--- config.mk ---
export PLATFORM = sky130hd
export DESIGN_NAME = uart_tx_fifo_drain
export DESIGN_NICKNAME = d
export VERILOG_FILES = /design/src/rtl/uart_tx_fifo_drain.sv
export SDC_FILE = /design/constraint.sdc
export NUM_CORES = 1
export LEC_CHECK = 0
export ABC_AREA = 1
export CORE_UTILIZATION = 58
export DETAILED_ROUTE_END_ITERATION = 10
export PLACE_DENSITY = 0.81
export SYNTH_ARGS = -nofsm -noshare
export SYNTH_HDL_FRONTEND = slang
export SYNTH_SLANG_ARGS = --single-unit
--- constraint.sdc ---
create_clock -name clock -period 3.1 [get_ports clock]
set_clock_uncertainty 0.2 [all_clocks]
set_input_delay 0.62 -clock clock [delete_from_list [all_inputs] [get_ports clock]]
set_output_delay 0.62 -clock clock [all_outputs]
set_load 0.05 [all_outputs]
--- src/rtl/uart_tx_fifo_drain.sv ---
// Drains a TX FIFO (RD_LATENCY read pipeline) into UART frames: start, 7/8 data LSB first, optional parity, stop.
// Next START comes RD_LATENCY+1 clocks after the fetch decision; the FIFO is only read when non-empty.
module uart_tx_fifo_drain #(
    parameter int OVERSAMPLE = 16,
    parameter int RD_LATENCY = 2
) (
    input  logic       clock,
    input  logic       reset_n,
    input  logic       baud_en,
    input  logic       fifo_empty,
    input  logic [7:0] fifo_data_out,
    output logic       fifo_read_n,
    input  logic       bit8,
    input  logic       parity_en,
    input  logic       odd_n_even,
    output logic       tx,
    output logic       tx_busy
);
    localparam int WW = (RD_LATENCY > 1) ? $clog2(RD_LATENCY) : 1;
    localparam logic [3:0]    TICK_LAST = 4'(OVERSAMPLE - 1);
    localparam logic [WW-1:0] WAIT_LAST = WW'(RD_LATENCY - 1);

    typedef enum logic [2:0] {IDLE, FETCH, WAIT, START, DATA, PARITY, STOP} state_t;

    state_t        state_q, state_d;
    logic          tx_q, tx_d;
    logic [3:0]    tick_q, tick_d;
    logic [2:0]    bit_q, bit_d;
    logic [WW-1:0] wait_q, wait_d;
    logic [7:0]    shift_q, shift_d;
    logic          bit8_q, bit8_d;
    logic          par_en_q, par_en_d;
    logic          par_q, par_d;
    logic          bit_end;

    always_ff @(posedge clock or negedge reset_n) begin
        if (!reset_n) begin
            state_q  <= IDLE;
            tx_q     <= 1'b1;
            tick_q   <= '0;
            bit_q    <= '0;
            wait_q   <= '0;
            shift_q  <= '0;
            bit8_q   <= 1'b0;
            par_en_q <= 1'b0;
            par_q    <= 1'b0;
        end else begin
            state_q  <= state_d;
            tx_q     <= tx_d;
            tick_q   <= tick_d;
            bit_q    <= bit_d;
            wait_q   <= wait_d;
            shift_q  <= shift_d;
            bit8_q   <= bit8_d;
            par_en_q <= par_en_d;
            par_q    <= par_d;
        end
    end

    always_comb begin
        state_d  = state_q;
        tx_d     = 1'b1;
        tick_d   = tick_q;
        bit_d    = bit_q;
        wait_d   = wait_q;
        shift_d  = shift_q;
        bit8_d   = bit8_q;
        par_en_d = par_en_q;
        par_d    = par_q;
        bit_end  = 1'b0;

        // Oversample ticks only count while a bit is on the line.
        if ((state_q inside {START, DATA, PARITY, STOP}) && baud_en) begin
            if (tick_q == TICK_LAST) begin
                tick_d  = '0;
                bit_end = 1'b1;
            end else begin
                tick_d = tick_q + 4'd1;
            end
        end

        case (state_q)
            IDLE: begin
                if (!fifo_empty) state_d = FETCH;
            end
            FETCH: begin
                wait_d  = '0;
                state_d = fifo_empty ? IDLE : WAIT;
            end
            WAIT: begin
                if (wait_q == WAIT_LAST) begin
                    // Parity is resolved here so the whole frame format is frozen at capture.
                    shift_d  = fifo_data_out;
                    bit8_d   = bit8;
                    par_en_d = parity_en;
                    par_d    = (^(fifo_data_out & (bit8 ? 8'hFF : 8'h7F))) ^ odd_n_even;
                    tick_d   = '0;
                    bit_d    = '0;
                    state_d  = START;
                end else begin
                    wait_d = wait_q + 1'b1;
                end
            end
            START: begin
                if (bit_end) state_d = DATA;
            end
            DATA: begin
                if (bit_end) begin
                    shift_d = shift_q >> 1;
                    if (bit_q == (bit8_q ? 3'd7 : 3'd6)) begin
                        bit_d   = '0;
                        state_d = par_en_q ? PARITY : STOP;
                    end else begin
                        bit_d = bit_q + 3'd1;
                    end
                end
            end
            PARITY: begin
                if (bit_end) state_d = STOP;
            end
            STOP: begin
                if (bit_end) state_d = fifo_empty ? IDLE : FETCH;
            end
            default: state_d = IDLE;
        endcase

        // tx is a flop whose next value follows the next state.
        case (state_d)
            START:   tx_d = 1'b0;
            DATA:    tx_d = shift_d[0];
            PARITY:  tx_d = par_d;
            default: tx_d = 1'b1;
        endcase
    end

    assign tx          = tx_q;
    assign tx_busy     = (state_q != IDLE);
    assign fifo_read_n = !((state_q == FETCH) && !fifo_empty);

endmodule

-- After elaboration in Yosys (flattened, before gate mapping)
Cells that the tools add are included.
- output and inout bits: 3
- input port bits: 15
- logic and storage cells: 71
- bits in registers: 23
- bitwise operators: 2
- equal/unequal tests: 13
- reductions and logical operators: 12
- add/sub/neg operators: 3
- multiplexer cells: 31
- operators with widths (kind ; number):
    2-to-1 mux 3 bit ; 10
    2-to-1 mux 8 bit ; 3
    case mux 3 bit (7 select lines) ; 1
    2-to-1 mux 4 bit ; 4
    case mux 8 bit (2 select lines) ; 1
    == test 3 bit, second input constant ; 5
    == test 3 x 2 -> 1 bit, second input constant ; 3
    bitwise AND 8 bit ; 1
    XOR reduction 8 bit ; 1
    2-to-1 mux 1 bit ; 7
    case mux 3 bit (2 select lines) ; 1
    adder 4 x 1 -> 4 bit, second input constant ; 1
    == test 4 bit, second input constant ; 1
    2-to-1 mux 2 bit ; 2
    inequality test 2 bit, second input constant ; 2
    nonzero test 2 bit ; 2
    nonzero test 4 bit ; 1
    adder 3 x 1 -> 3 bit, second input constant ; 1
    == test 3 x 1 -> 1 bit, second input constant ; 1
    == test 3 bit ; 1
    logical NOT 3 bit ; 1
    case mux 1 bit (3 select lines) ; 1
    AND reduction 3 bit ; 1
    nonzero test 3 bit ; 1
    6 further kinds ; 8

-- Longest topological paths before layout
- word-level depth: 8
- depth in mapped cells: 12
- mapped depth without buffers: 12

-- Least setup slack after synthesis
No wires, ideal clock.
- path type: input to register
- start point: input fifo_empty
- end point: register tx_q (netlist: tx)
- stages on the path: 10
- library setup time: 0.083 ns
- data arrival time: 1.821 ns
- slack: 0.996 ns
- path buffers: 0
- required time: 2.817 ns
- cell sequence: inv_1 > nand4_1 > nand2_1 > inv_1 > nand2_1 > nor2_4 > nand2_2 > nand2_1 > o21ai_1 > nand3_1
- elaborated cells on any way between the ends: 9
- classes of those cells: 3 x eq/ne; 6 x mux
- RTL lines (item ; line ; text):
    from (decl) ; 10 ; input logic fifo_empty,
    2-to-1 mux 2 bit / 2-to-1 mux 3 bit (equally long branches) ; 88, 84 ;
    case mux 3 bit (7 select lines) * ; 82 ; case (state_q)
    named net state_d[1] ; 25 ; state_t state_q, state_d;
    == test 3 bit / == test 3 x 2 -> 1 bit (equally long branches) ; 128 ; case (state_d)
    case mux 1 bit (3 select lines) * ; 128 ;
    named net tx_d ; 26 ; logic tx_q, tx_d;
    to (signal assigned) ; 49 ; tx_q <= tx_d;
    to (decl) ; 26 ;
Mark *: on every way through the listed nets, which the timed path passes. The rest lies on a longest branch.
A chain may end at the register's enable or synchronous reset.

-- Worst setup path after layout
- start point: register state_q[0]
- end point: output tx_busy
- longest elaborated chain between the ends: 1
- ends and longest elaborated chain (item ; line ; text):
    from (decl) ; 25 ;
    from (signal assigned) ; 48 ; state_q <= state_d;
    nonzero test 3 bit ; 137 ; assign tx_busy = (state_q != IDLE);
    to (decl) ; 17 ; output logic tx_busy
Every way passes these cells.

==> summary.txt <==
Critical path
  – CP Launch Type: flop
  – CP bufs+invs: 2
  – CP max stage delay: 700 ps
  – Crit. End Element: output pin
  – Critical Path AT: 1820 ps
  – Crit-path max FO: 8
  – Critical path, cell by cell: nor3_1 -> inv_1 -> clkdlybuf4s50_1
  – CP Class: flop to output pin
  – Top delay family on crit path: buffers and inverters
  – Register-to-register setup slack: 1060 ps
  – Slowest cell on crit path: clkdlybuf4s50_1
  – Worst Path Required: 2280 ps

Cells and area
  – Multi-input logic area: 697 um^2
  – Share of cells above drive strength 1: 12.1%
  – Fillers: 173
  – Synth-to-Final Area Change: 16.2%
  – Diode count: 0
  – Non-Filler Instances: 227
  – Final net count: 217
  – Sequential Area: 577 um^2
  – Util after Layout: 72.2%
  – Final Cell Area: 1610 um^2

Floorplan
  – Core area: 2230 um^2
  – Row Count: 17
  – Die W: 50.9 um
  – I/O pin count: 18
  – Die height: 50.9 um
  – Initial core utilization: 62.1%
  – Die area: 2590 um^2

Synth
  – Commonest cells in the synthesized netlist: nand2_1, inv_1, dfrtp_1
  – Ranking of synthesized cells by area: dfrtp_1, nand2_1, inv_1
  – Post-synth net total: 196
  – Yosys top cell area share: 39.7%
  – Synth unique cells: 31
  – Post-synthesis area per instance: 7.75 um^2
  – Synth Flop Type: dfrtp_1
  – Synth async-reset ratio: 100%
  – Ys Warns: 0
  – FF+latch count, synth: 23
  – Seq/Total Area, Yosys: 41.6%
  – EDFF count, synth: 0
  – Cell count after synthesis: 179
  – Synthesized area: 1390 um^2
  – Cell with the most instances after synthesis: nand2_1
  – Synth area leader: dfrtp_1

Timing
  – Final hold slack: 340 ps
  – Setup TNS Final: 0 ps
  – Fin. Hold Viols: 0
  – Final period util: 85.2%
  – Worst Slack Setup Final: 459 ps
  – Relative slew slack: 67.2%
  – Final setup vio count: 0
  – Worst Tran Pin Value: 490 ps
  – Unrepaired setup endpoints after global routing: no
  – Fmax: 0.379 GHz
  – Final Max Tran Viols: 0
  – Final min period: 2640 ps

Job
  – Max Cap Violations: 0

Run status
  – Outcome: finished, final reports clean

Route
  – Via density: 5.54
  – Initial drt markers: 39
  – Post-route ant nets: 0
  – Vias: 1258
  – DR pass1 iterations: 4
  – DRC: 0
  – WL per Instance: 12.7 um
  – Final wirelength: 2870 um

Global route
  – Initial antenna violation count: 0
  – Remaining Overflow, GRT: 0
  – Global-route wire length before repair: 5040 um
  – Overall routing resource usage: 25.9%
  – Vias in the first global route: 1200
  – Largest net degree at the start of global routing: 24

Clocking
  – Setup bufs post-CTS: 0
  – CTS tree: yes
  – CTS max path bufs: 2
  – Worst-path clk slew: 120 ps
  – Sink Count: 23
  – CTS resizes: 0
  – TritonCTS buffer count: 3
  – Later-pin clock latency in the skew report: 330 ps
  – Hold_buf cts: 0
  – Clock Tree Root: clkbuf_4
  – Number of H-tree levels: 1

Worst hold path
  – Min-delay worst type: flop to flop

Place
  – Placed cell area: 1590 um^2
  – GPL Wtd Cong: 0.924
  – IO Port Bufs: 17
  – DP Wirelength: 2270 um
  – Dpl ws: 785 ps
  – Dpl cells: 223

Power and ir drop
  – Total power: 1.20 mW
  – Power density cells: 745 nW/um^2
  – Peak VDD IR: 0.605 mV
  – Leakage: 0.814 nW
cell type report:
cell class                      count  area share, %
Clock inverter                      1          0.310
Sequential cell                    23           35.8
Inverter                           27           6.28
Clock buffer                        3           1.40
Timing Repair Buffer               18           10.9
Tap cell                           28           2.17
Multi-Input combinational cell    127           43.2
kinds of logic after synthesis:
| kind of cell | count (synthesis) | share of synthesized area, % |
|---|---|---|
| and+or+nand+nor | 98 | 34.9 |
| buffers and inverters | 29 | 8.20 |
| DFF | 23 | 41.6 |
| AOI/OAI and AO/OA | 22 | 10.4 |
| xor gates and xnor gates | 5 | 3.16 |
| adders and majority gates | 2 | 1.80 |
metal layers:
metal,up-vias,part of all wire [%],track usage [%],routed length [um]
li1,626,-,-,-
met1,599,46,35.3,1340
met2,28,48,41.2,1370
met3,5,4.5,2.98,128
met4,0,1.3,11.6,36
met5,-,0,0,0
registers in the layout, summed over array words and instances (netlist names):
signal,flops
wait_q,1
tick_q,4
bit8_q,1
state_q,3
shift_q,8
bit_q,3
par_en_q,1
par_q,1
tx,1
cell usage in the layout, fill, tap and decap left out, drive strengths merged, types with 2 or more instances in the layout:
cell type | Yosys | final
ha | 2 | 2
o221ai | 4 | 4
buf | 2 | 2
dfrtp | 22 | 22
o21ai | 8 | 8
nand3b | 3 | 3
nand2 | 56 | 56
xor2 | 3 | 3
nand4 | 4 | 4
nor3 | 2 | 2
nor2 | 15 | 15
inv | 27 | 27
nand3 | 17 | 17
clkdlybuf4s50 | 0 | 16
a21oi | 4 | 4
o211ai | 4 | 4
clkbuf | 0 | 3
xnor2 | 2 | 2
worst paths after layout:
check	startpoint	end	cells after the start
min in group asynchronous	reset_n	shift_q[6]	2
worst max register to register	tick_q[0]	tx	11
worst min register to register	wait_q	wait_q	2
worst max-delay path	state_q[0]	tx_busy	3
max in group asynchronous	reset_n	tx	2
worst min-delay path	wait_q	wait_q	2
tightest hold or removal path, cell delays in order (launching register included):
cell	delay, ps
dfrtp_1	390
o31ai_1	80
nand2_1	50
where the power goes:
part / total (mW) / switching, mW / leakage (nW) / internal (mW)
Sequential: 0.485 / 0.0742 / 0.290 / 0.411
Combinational: 0.573 / 0.369 / 0.507 / 0.204
Clock: 0.144 / 0.0956 / 0.0177 / 0.0484
Total: 1.20 / 0.539 / 0.814 / 0.663
Note: power is estimated with default switching activity, not from simulation.
